[config.mk]
export PLATFORM = sky130hd
export DESIGN_NAME = seg7_mux2
export DESIGN_NICKNAME = d
export VERILOG_FILES = /design/src/rtl/seg7_mux2.sv
export SDC_FILE = /design/constraint.sdc
export NUM_CORES = 1
export LEC_CHECK = 0
export CAP_MARGIN = 0
export CORE_MARGIN = 5
export CORE_UTILIZATION = 60
export DETAILED_ROUTE_END_ITERATION = 7
export PLACE_DENSITY = 0.84
export RECOVER_POWER = 50
export SETUP_SLACK_MARGIN = 0.4
export SLEW_MARGIN = 25
export SYNTH_ARGS = -nofsm -noshare
export SYNTH_HDL_FRONTEND = slang
export SYNTH_SLANG_ARGS = --single-unit
[constraint.sdc]
create_clock -name clk -period 4.2 [get_ports clk]
set_clock_uncertainty 0.15 [all_clocks]
set_input_delay 0.63 -clock clk [delete_from_list [all_inputs] [get_ports clk]]
set_output_delay 0.63 -clock clk [all_outputs]
set_load 0.01 [all_outputs]
[src/rtl/seg7_mux2.sv]
// Two-digit multiplexed seven-segment driver with per-frame digit snapshot,
// optional leading-zero blanking and a decimal-point flash after each carry.
//
// state  | meaning
// S_IDLE | after reset, nothing displayed until the first tick
// S_ONES | ones digit enabled, dp may be lit
// S_TENS | tens digit enabled (or blanked), dp dark
module seg7_mux2 #(
    parameter int REFRESH_DIV    = 12000,
    parameter int FLASH_LEN      = 8,
    parameter bit SEG_ACTIVE_LOW = 1'b1
) (
    input  logic       clk,
    input  logic       reset,
    input  logic [3:0] digit_1,
    input  logic [3:0] digit_10,
    input  logic       carry,
    input  logic       blank_lz,
    output logic [6:0] seg,
    output logic       dp,
    output logic [1:0] an,
    output logic       frame
);

    localparam int            CW         = (REFRESH_DIV > 1) ? $clog2(REFRESH_DIV) : 1;
    localparam logic [CW-1:0] LAST       = CW'(REFRESH_DIV - 1);
    localparam logic [7:0]    FLASH_INIT = 8'(FLASH_LEN);

    typedef enum logic [1:0] {S_IDLE, S_ONES, S_TENS} state_t;

    state_t        state, state_nxt;
    logic [CW-1:0] count;
    logic          tick;
    logic          frame_start;
    logic [3:0]    shadow_10;
    logic [7:0]    flash, flash_nxt;
    logic          pending, pending_nxt;

    // Output registers hold active-high values; polarity is applied at the pins.
    logic [6:0]    seg_r, seg_nxt;
    logic [1:0]    an_r, an_nxt;
    logic          dp_r, dp_nxt;
    logic          frame_r;

    function automatic logic [6:0] seg_decode(input logic [3:0] d);
        logic [6:0] p;
        case (d)
            4'd0:    p = 7'h3F;
            4'd1:    p = 7'h06;
            4'd2:    p = 7'h5B;
            4'd3:    p = 7'h4F;
            4'd4:    p = 7'h66;
            4'd5:    p = 7'h6D;
            4'd6:    p = 7'h7D;
            4'd7:    p = 7'h07;
            4'd8:    p = 7'h7F;
            4'd9:    p = 7'h6F;
            default: p = 7'h40;
        endcase
        return p;
    endfunction

    assign tick        = (count == LAST);
    assign frame_start = tick && (state != S_ONES);

    always_ff @(posedge clk or posedge reset) begin
        if (reset) begin
            count <= '0;
        end else if (tick) begin
            count <= '0;
        end else begin
            count <= count + 1'b1;
        end
    end

    always_comb begin
        state_nxt = state;
        if (tick) begin
            case (state)
                S_IDLE:  state_nxt = S_ONES;
                S_ONES:  state_nxt = S_TENS;
                S_TENS:  state_nxt = S_ONES;
                default: state_nxt = S_IDLE;
            endcase
        end
    end

    // A carry on the frame-start cycle itself is folded straight into the flash.
    always_comb begin
        flash_nxt   = flash;
        pending_nxt = pending | carry;
        if (frame_start) begin
            pending_nxt = 1'b0;
            if (pending || carry) begin
                flash_nxt = FLASH_INIT;
            end else if (flash != 8'd0) begin
                flash_nxt = flash - 8'd1;
            end
        end
    end

    // The ones pattern is decoded straight from the input on the frame-start
    // edge, so the seg register itself is the ones-digit snapshot.
    always_comb begin
        seg_nxt = seg_r;
        an_nxt  = an_r;
        dp_nxt  = dp_r;
        if (tick) begin
            case (state_nxt)
                S_ONES: begin
                    seg_nxt = seg_decode(digit_1);
                    an_nxt  = 2'b01;
                    dp_nxt  = (flash_nxt != 8'd0);
                end
                S_TENS: begin
                    dp_nxt = 1'b0;
                    if (blank_lz && (shadow_10 == 4'd0)) begin
                        seg_nxt = 7'h00;
                        an_nxt  = 2'b00;
                    end else begin
                        seg_nxt = seg_decode(shadow_10);
                        an_nxt  = 2'b10;
                    end
                end
                default: begin
                    seg_nxt = 7'h00;
                    an_nxt  = 2'b00;
                    dp_nxt  = 1'b0;
                end
            endcase
        end
    end

    always_ff @(posedge clk or posedge reset) begin
        if (reset) begin
            state     <= S_IDLE;
            shadow_10 <= 4'd0;
            flash     <= 8'd0;
            pending   <= 1'b0;
            seg_r     <= 7'h00;
            an_r      <= 2'b00;
            dp_r      <= 1'b0;
            frame_r   <= 1'b0;
        end else begin
            state   <= state_nxt;
            flash   <= flash_nxt;
            pending <= pending_nxt;
            seg_r   <= seg_nxt;
            an_r    <= an_nxt;
            dp_r    <= dp_nxt;
            frame_r <= frame_start;
            if (frame_start) begin
                shadow_10 <= digit_10;
            end
        end
    end

    assign seg   = seg_r ^ {7{SEG_ACTIVE_LOW}};
    assign an    = an_r ^ {2{SEG_ACTIVE_LOW}};
    assign dp    = dp_r ^ SEG_ACTIVE_LOW;
    assign frame = frame_r;

endmodule

# Word-level counts from Yosys, hierarchy flattened
# Memories as Yosys holds them, arrays and structs flattened.
# Index checks and enable logic that the tools add are counted.
[totals] reg_bits=40 romBits=224 input_bits=12 output_inout_bits=11 wordCells=43 memories=2
[classes] add_sub_neg=2 eq_ne=6 muxes=12 bitwise=4 reduce_logical=8
[memory_table] name="(name not given)" words=16 word_bits=7 read_ports=1 rd_ports_with_merged_regs=0 write_ports=0 line="47" source="case (d)"
[memory_table] name="(name not given)" words=16 word_bits=7 read_ports=1 rd_ports_with_merged_regs=0 write_ports=0 line="47"
[op_table] op="two-way mux 8 bit" n=3
[op_table] op="nonzero test 8 bit" n=2
[op_table] op="adder 14 x 1 -> 14 bit, second input constant" n=1
[op_table] op="== test 14 bit, second input constant" n=1
[op_table] op="two-way mux 14 bit" n=1
[op_table] op="one-hot mux 7 bit (2 select lines)" n=1
[op_table] op="one-hot mux 2 bit (2 select lines)" n=2
[op_table] op="subtractor 8 x 1 -> 8 bit, second input constant" n=1
[op_table] op="two-way mux 7 bit" n=1
[op_table] op="inverter 7 bit" n=1
[op_table] op="== test 2 x 1 -> 1 bit, second input constant" n=2
[op_table] op="== test 2 bit, second input constant" n=2
[op_table] op="logical NOT 4 bit" n=1
[op_table] op="two-way mux 2 bit" n=2
[op_table] op="logical AND 1 bit" n=2
[op_table] op="logical NOT 2 bit" n=1
[op_table] op="two-way mux 1 bit" n=2
[op_table] op="!= test 2 x 1 -> 1 bit, second input constant" n=1
[op_table] op="inverter 2 bit" n=1
[op_table] op="OR reduction 2 bit" n=1
[op_table] op="logical OR 1 bit" n=1
[op_table] op="inverter 1 bit" n=1
[op_table] op="OR 1 bit" n=1

# Depth between registers and ports, before layout
# Gate-level depths: netlist of the first run.
[depth] ltp_word=6 depth_mapped=12 ltp_nobuf=11

# Worst setup path before layout of the first run
# OpenSTA, ideal clock, no wires.
[synth_path] path_kind="register -> register" from="register count[0]" to="register dp_r" setup_time_ps=132 arrival_time_ps=2505 required_ps=3918 path_slack_ps=1412 path_stages_with_launch=10 n_path_buf=1 synth_period_minus_slack_ps=2788 cell_sequence="dfrtp_1 ha_1 nand4_1 or4_4 buf_6 o31ai_4 o21ai_2 or4_1 nor4_1 o22ai_1"
[synth_via] elab_chain_cells=5 word_cells_on_any_way=7 cone_classes="2 x eq/ne; 3 x mux; 2 x reduce/logical"
[synth_lines] element="start: declaration" line="32" source="logic [CW-1:0] count;"
[synth_lines] element="start signal: assignment" line="72" source="count <= count + 1'b1;"
[synth_lines] element="== test 14 bit" line="63" source="assign tick = (count == LAST);"
[synth_lines] element="logical AND 1 bit" line="64" source="assign frame_start = tick && (state != S_ONES);"
[synth_lines] element="two-way mux 8 bit" line="92" source="if (frame_start) begin"
[synth_lines] element="net flash_nxt[2]" line="36" source="logic [7:0] flash, flash_nxt;"
[synth_lines] element="nonzero test 8 bit" line="113" source="dp_nxt = (flash_nxt != 8'd0);"
[synth_lines] element="two-way mux 1 bit" line="109" source="case (state_nxt)"
[synth_lines] element="end signal: assignment" line="150" source="dp_r <= dp_nxt;"
[synth_lines] element="end: declaration" line="42" source="logic dp_r, dp_nxt;"
# The timed path passes the listed nets, and every way through them passes these cells.
# A chain may end at the register's enable or synchronous reset.

# Worst setup path in the final report of the first run
[layout_path] from="register flash[3]" to="register dp_r"
[layout_via] elab_chain_cells=6 word_cells_on_any_way=7 cone_classes="1 x add/sub; 4 x mux; 2 x reduce/logical"
[layout_lines] element="start: declaration" line="36"
[layout_lines] element="start signal: assignment" line="146" source="flash <= flash_nxt;"
[layout_lines] element="subtractor 8 x 1 -> 8 bit or nonzero test 8 bit (tied branches)" line="97, 96"
[layout_lines] element="two-way mux 8 bit (*)" line="96" source="end else if (flash != 8'd0) begin"
[layout_lines] element="two-way mux 8 bit (*)" line="94" source="if (pending || carry) begin"
[layout_lines] element="two-way mux 8 bit (*)" line="92"
[layout_lines] element="net flash_nxt[6]" line="36"
[layout_lines] element="nonzero test 8 bit (*)" line="113"
[layout_lines] element="two-way mux 1 bit (*)" line="109"
# The timed path passes the listed nets; every way through them passes the cells marked *.

==> flow_metrics.py, run 1 <==
metrics = {
    "outcome": {
        "outcome": "finished, violations left",
        "violations": "capacitance limit, slew limit",
    },
    "global_route": {
        "grt-ovfl-total": 0,
        "grt_antenna_before_repair": 0,
        "grt_pass1_wl_um": 8230,
        "grt_pass1_vias": 1909,
        "grtUsageTotal": 0.203,
        "grt_max_degree": 41,
    },
    "synth": {
        "yosysWarnings": 0,
        "yosys_register_bits": 40,
        "syn_inst": 253,
        "ys.flop_type": "dfrtp_1",
        "synth_nets": 278,
        "syn-cell-area_mm2": 0.00226,
        "yosysSeqAreaShare": 0.443,
        "synth_cell_type_count": 41,
        "synth_edf_count": 0,
        "synth_area_per_cell_um2": 8.92,
        "ys_async_sr_fraction": 1.00,
    },
    "floorplanning": {
        "die_width_um": 71.3,
        "start_util": 0.617,
        "io_pins": 23,
        "design.die.area_mm2": 0.00509,
        "die_y_um": 71.3,
        "fp-row-count": 22,
        "core_mm2": 0.00366,
    },
    "routing": {
        "dr.pass1.iters": 4,
        "routedWlPerCell_um": 14.6,
        "wl_met2_um": 2180,
        "postRouteAntennaNets": 0,
        "drcViolationCount": 0,
        "top_layer": "met4",
        "drt_wl_total_um": 4770,
        "via_count": 1861,
        "met3_length_um": 256,
        "drt-vias-per-instance": 5.67,
        "drtIter0Drc": 167,
        "wl_met1_um": 2200,
    },
    "finish": {
        "final_cell_mix": "40 x dfrtp_1, 34 x o21ai_0, 26 x nor2_1",
        "syn_to_final_growth_pct": 17.2,
        "ff_latch_area_mm2": 0.00100,
        "drive_above_1_share": 0.0714,
        "final_common_cell": "dfrtp_1",
        "multi_input_area_mm2": 0.00114,
        "fillCellCount": 280,
        "diodes": 0,
        "final_nets": 304,
    },
    "timing": {
        "tns_ns": 0,
        "period_share": 0.708,
        "setup_viol": 0,
        "slew_violations": 41,
        "worst_slew_pin_slew_ns": 2.12,
        "max_freq_mhz": 336,
        "maxSlewHeadroom": -0.412,
        "rsz0062_at_grt": "no",
        "hold_viol": 0,
        "period_needed_ns": 2.97,
    },
    "placed_design": {
        "dp.final_hpwl_um": 3490,
        "io_buffers": 22,
        "routabilityCongestion": 0.891,
    },
    "clocking": {
        "post_cts_buffers": 0,
        "cts_max_level": 2,
        "ctsHoldBuffers": 0,
        "cts_root_buf": "clkbuf_8",
        "ctsLongestPathBuffers": 2,
        "clkTransAtPathRegs_ns": 0.08,
        "cts_inserted_buffers": 5,
        "cts_sinks": 40,
        "post_cts_resized": 0,
        "clk_latency_ns": 0.30,
        "tritoncts": "yes",
    },
    "worst_setup_path": {
        "worstPathArrival_ns": 2.99,
        "critPathKind": "reg -> reg",
        "cp.required_ns": 4.22,
        "endpoint_kind": "flop",
        "cp_max_fo": 7,
        "start_kind": "flop",
        "r2r_slack_ns": 1.23,
    },
    "pwr": {
        "power_density_mw_per_mm2": 277,
        "ir_drop_mv": 0.223,
        "p_total_uw": 734,
        "leakagePower_nw": 1.18,
    },
    "job": {
        "drv_cap": 1,
    },
    "min_path": {
        "hp-class": "reg -> reg",
    },
}
-- cell type report --
type | instances | share of cell area
Tap cell | 48 | 0.0227
Clock buffer | 5 | 0.0260
Timing Repair Buffer | 24 | 0.0875
Inverter | 25 | 0.0355
Sequential cell | 40 | 0.378
Multi-Input combinational cell | 183 | 0.432
Clock inverter | 3 | 0.0180
-- cells in the mapped netlist (2+ instances only) --
cell type	number	area share
a21oi_1	10	0.022
and2_2	2	0.0066
and3_1	2	0.0055
clkbuf_1	3	0.0050
dfrtp_1	40	0.44
ha_1	13	0.072
inv_1	25	0.042
nand2_1	25	0.042
nand2b_1	6	0.017
nand3_1	8	0.018
nand3b_1	2	0.0066
nand4_1	4	0.011
nor2_1	26	0.043
nor2b_1	3	0.0083
nor3_1	3	0.0066
nor4_1	2	0.0055
o211ai_1	2	0.0066
o21ai_0	34	0.075
o21ai_2	2	0.0078
o2bb2ai_1	3	0.012
or3_1	6	0.017
or3b_2	2	0.0078
or4_1	2	0.0066
xnor2_1	5	0.019
xor2_1	7	0.027
-- report_power, final --
group	total [mW]	switching [mW]	internal, mW
clock network	0.320	0.141	0.179
logic	0.0294	0.0165	0.0128
registers	0.385	0.0000000000000000131	0.385
total	0.734	0.158	0.576
-- stage by stage --
step	std cells	setup WS [ns]	instance area, µm²	utilization	hold WS, ns
floorplan	253	1.41	2260	-	0.299
global placement	320	1.32	2530	0.692	0.317
detailed placement	320	1.26	2530	0.692	0.341
CTS	328	1.23	2650	0.724	0.353
global route	328	0.800	2650	0.723	0.378
finish	328	1.23	2650	0.723	0.350
-- per-layer routing --
layer  up-vias  GRT usage
li1        916          -
met1       863      0.270
met2        67      0.314
met3        15     0.0393
met4         0      0.104
met5         -          0
-- cells by family after synthesis --
kind of cell,Yosys count,synth area share
AO/OA/AOI/OAI,59,0.157
XOR/XNOR,12,0.0466
adder cells (fa/ha/maj),13,0.0721
buffers and inverters,30,0.0538
flip-flops,40,0.443
multiplexers,1,0.00443
AND/OR/NAND/NOR,98,0.223
-- path summary, 6_finish.rpt --
path                          start  cells past startpoint        to
hold reg to reg            count[0]                      1  count[0]
hold / removal             count[0]                      1  count[0]
max in group asynchronous     reset                      3  count[9]
setup / recovery           flash[3]                      7      dp_r
setup reg to reg           flash[3]                      7      dp_r
min in group asynchronous     reset                      3  seg_r[4]
-- state kept, by name, summed over array words and instances (netlist names) --
name and flops:
frame 1, dp_r 1, seg_r 7, shadow_10 4
an_r 2, pending 1, count 14, flash 8
state 2
-- critical path, stage by stage, from the launching register on --
cell	delay, ns
dfrtp_1	0.46
or4_1	0.67
o21ai_2	0.29
or3_1	0.28
o2bb2ai_1	0.12
or4_1	0.53
nor4_1	0.24
o22ai_1	0.11
Note: power is estimated with default switching activity, not from simulation.
==> inputs of run 2 (changes only) <==
- CORE_UTILIZATION: 60 -> 51
- PLACE_DENSITY: 0.84 -> 0.76
- clock period: 4.2 -> 2.47 ns (I/O delays scaled with it)
==> run 2 against run 1 <==
Die area is 15% higher. The flow finishes with violations (setup timing). Largest cell class unchanged. Register-to-register slack worse by 1.5 ns. Sequential power is 70% higher. Worst hold slack better by 0.030 ns.
==> flow_metrics.py, run 2 (synthesized netlist as in run 1, its figures left out) <==
metrics = {
    "global_route": {
        "grt_pass1_vias": 2153,
        "grtUsageTotal": 0.219,
        "grt_max_degree": 41,
        "grt-ovfl-total": 0,
        "grt_pass1_wl_um": 10300,
        "grt_antenna_before_repair": 0,
    },
    "routing": {
        "drtIter0Drc": 201,
        "drt-vias-per-instance": 5.79,
        "dr.pass1.iters": 5,
        "drt_wl_total_um": 7320,
        "drcViolationCount": 0,
        "postRouteAntennaNets": 0,
        "via_count": 2270,
        "routedWlPerCell_um": 18.7,
    },
    "pwr": {
        "p_clk_frac": 0.445,
        "internal-power_uw": 981,
        "ir_drop_mv": 0.354,
        "power_density_mw_per_mm2": 364,
        "p_sw_frac": 0.228,
        "p_seq_frac": 0.515,
        "pwr-share-comb": 0.040,
        "net-switching-power_uw": 290,
        "leakagePower_nw": 1.59,
    },
    "clocking": {
        "ctsLongestPathBuffers": 2,
        "cts_root_buf": "clkbuf_8",
        "tritoncts": "yes",
        "ctsHoldBuffers": 0,
        "cts_inserted_buffers": 5,
        "cts_max_level": 2,
        "clkTransAtPathRegs_ns": 0.09,
        "cts_sinks": 40,
        "clk_latency_ns": 0.31,
    },
    "worst_setup_path": {
        "cp_max_fo": 5,
        "cpPeakStageDelay_ns": 0.60,
        "critical_path.most_common_cell": "or4_4",
        "critPathKind": "reg -> reg",
        "endpoint_kind": "flop",
        "cp.required_ns": 2.50,
        "start_kind": "flop",
        "cp_slowest_cell": "or4_4",
        "crit_path_cell_trace": "ha_2, nand4_1, or4_4, a211oi_2, mux2i_2, or4_4, nor4_4, o22ai_1",
        "worstPathArrival_ns": 2.80,
    },
    "floorplanning": {
        "die_y_um": 76.5,
        "die_width_um": 76.5,
        "core_mm2": 0.00432,
        "fp-row-count": 24,
        "io_pins": 23,
        "start_util": 0.522,
        "design.die.area_mm2": 0.00586,
    },
    "timing": {
        "period_needed_ns": 2.77,
        "slew_violations": 0,
        "rsz0062_at_grt": "yes",
        "setup_viol": 10,
        "hold_viol": 0,
        "setup_slack_ns": -0.298,
        "maxSlewHeadroom": 0.327,
        "max_freq_mhz": 361,
        "worst_slew_pin_slew_ns": 1.01,
        "period_share": 1.12,
    },
    "finish": {
        "final_cell_mix": "40 x dfrtp_1, 39 x buf_4, 23 x inv_1, 23 x nor2_1",
        "largest_register": "count",
        "largestRegisters": "count x14, flash x8, seg_r x7",
        "diodes": 0,
        "largest_register_ffs": 14,
        "fillCellCount": 234,
        "drive_above_1_share": 0.347,
        "stdcell_area_mm2": 0.00349,
        "fin_util": 0.808,
        "syn_to_final_growth_pct": 54.8,
        "final_nets": 364,
        "final_common_cell": "dfrtp_1",
    },
    "min_path": {
        "hp-class": "reg -> reg",
    },
    "placed_design": {
        "io_buffers": 22,
        "preCtsSetupSlack_ns": -0.357,
        "dp.final_hpwl_um": 3830,
        "routabilityCongestion": 0.828,
        "dpl-instance-area_mm2": 0.00287,
    },
    "outcome": {
        "violations": "setup timing",
        "outcome": "finished, violations left",
    },
    "job": {
        "drv_cap": 0,
    },
}
## run 2: path summary, 6_finish.rpt
check	depth (start not counted)	from	endpoint	slack (ns)
setup / recovery	8	count[0]	dp_r	-0.30
hold / removal	2	seg_r[6]	seg_r[6]	0.38
setup reg to reg	8	count[0]	dp_r	-0.30
hold reg to reg	2	seg_r[6]	seg_r[6]	0.38
max in group asynchronous	3	reset	flash[1]	0.88
min in group asynchronous	3	reset	seg_r[3]	0.66
## run 2: what timing repair did
action / in CTS / in global routing
pin swaps: 18 / 17
hold endpoints to repair: 0 / 0
setup endpoints to repair: 22 / 33
cloned: 0 / 2
setup buffers: 9 / 6
resized for setup: 63 / 38
## run 2: critical path: cells and delay by family, from the launching register on
family	cells	cell delay, ns
compound gates	2	0.38
fa+ha+maj	1	0.20
flops	1	0.39
mux	1	0.13
simple gates	4	1.37
## run 2: power by group through the flow
stage	combinational (mW)	clock, mW	sequential [mW]
final	0.0510	0.566	0.654
after global routing	0.0581	0.602	0.654
after CTS	0.0518	0.566	0.654
after detailed placement	0.0515	0	0.667
after global placement	0.0507	0	0.667
after floorplan	0.0243	0	0.667
## run 2: per-stage QoR
step / power, mW / hold slack (ns) / cells / TNS (ns)
after floorplan: 0.692 / 0.299 / 253 / -0.737
after global placement: 0.718 / 0.340 / 367 / -1.53
after detailed placement: 0.719 / 0.371 / 367 / -2.19
after CTS: 1.27 / 0.363 / 384 / -0.297
after global routing: 1.31 / 0.396 / 392 / -3.01
final: 1.27 / 0.380 / 392 / -2.19
## run 2: metal layers
metal  global-route usage  up-vias  wire length (µm)
met5                    0        -                 0
met4               0.0962        0               329
met3               0.0473       35               402
met2                0.383      113              3710
met1                0.255     1090              2880
li1                     -     1032                 -
## run 2: layout make-up
cell class / count / area (µm²) / share of cell area
clock buffers: 5 / 68.8 / 0.0197
repair buffers: 84 / 806 / 0.231
well taps: 52 / 65.1 / 0.0186
clock inverters: 3 / 46.3 / 0.0132
multi-input cells: 183 / 1410 / 0.405
inverters: 25 / 93.8 / 0.0269
flip-flops and latches: 40 / 1000 / 0.286
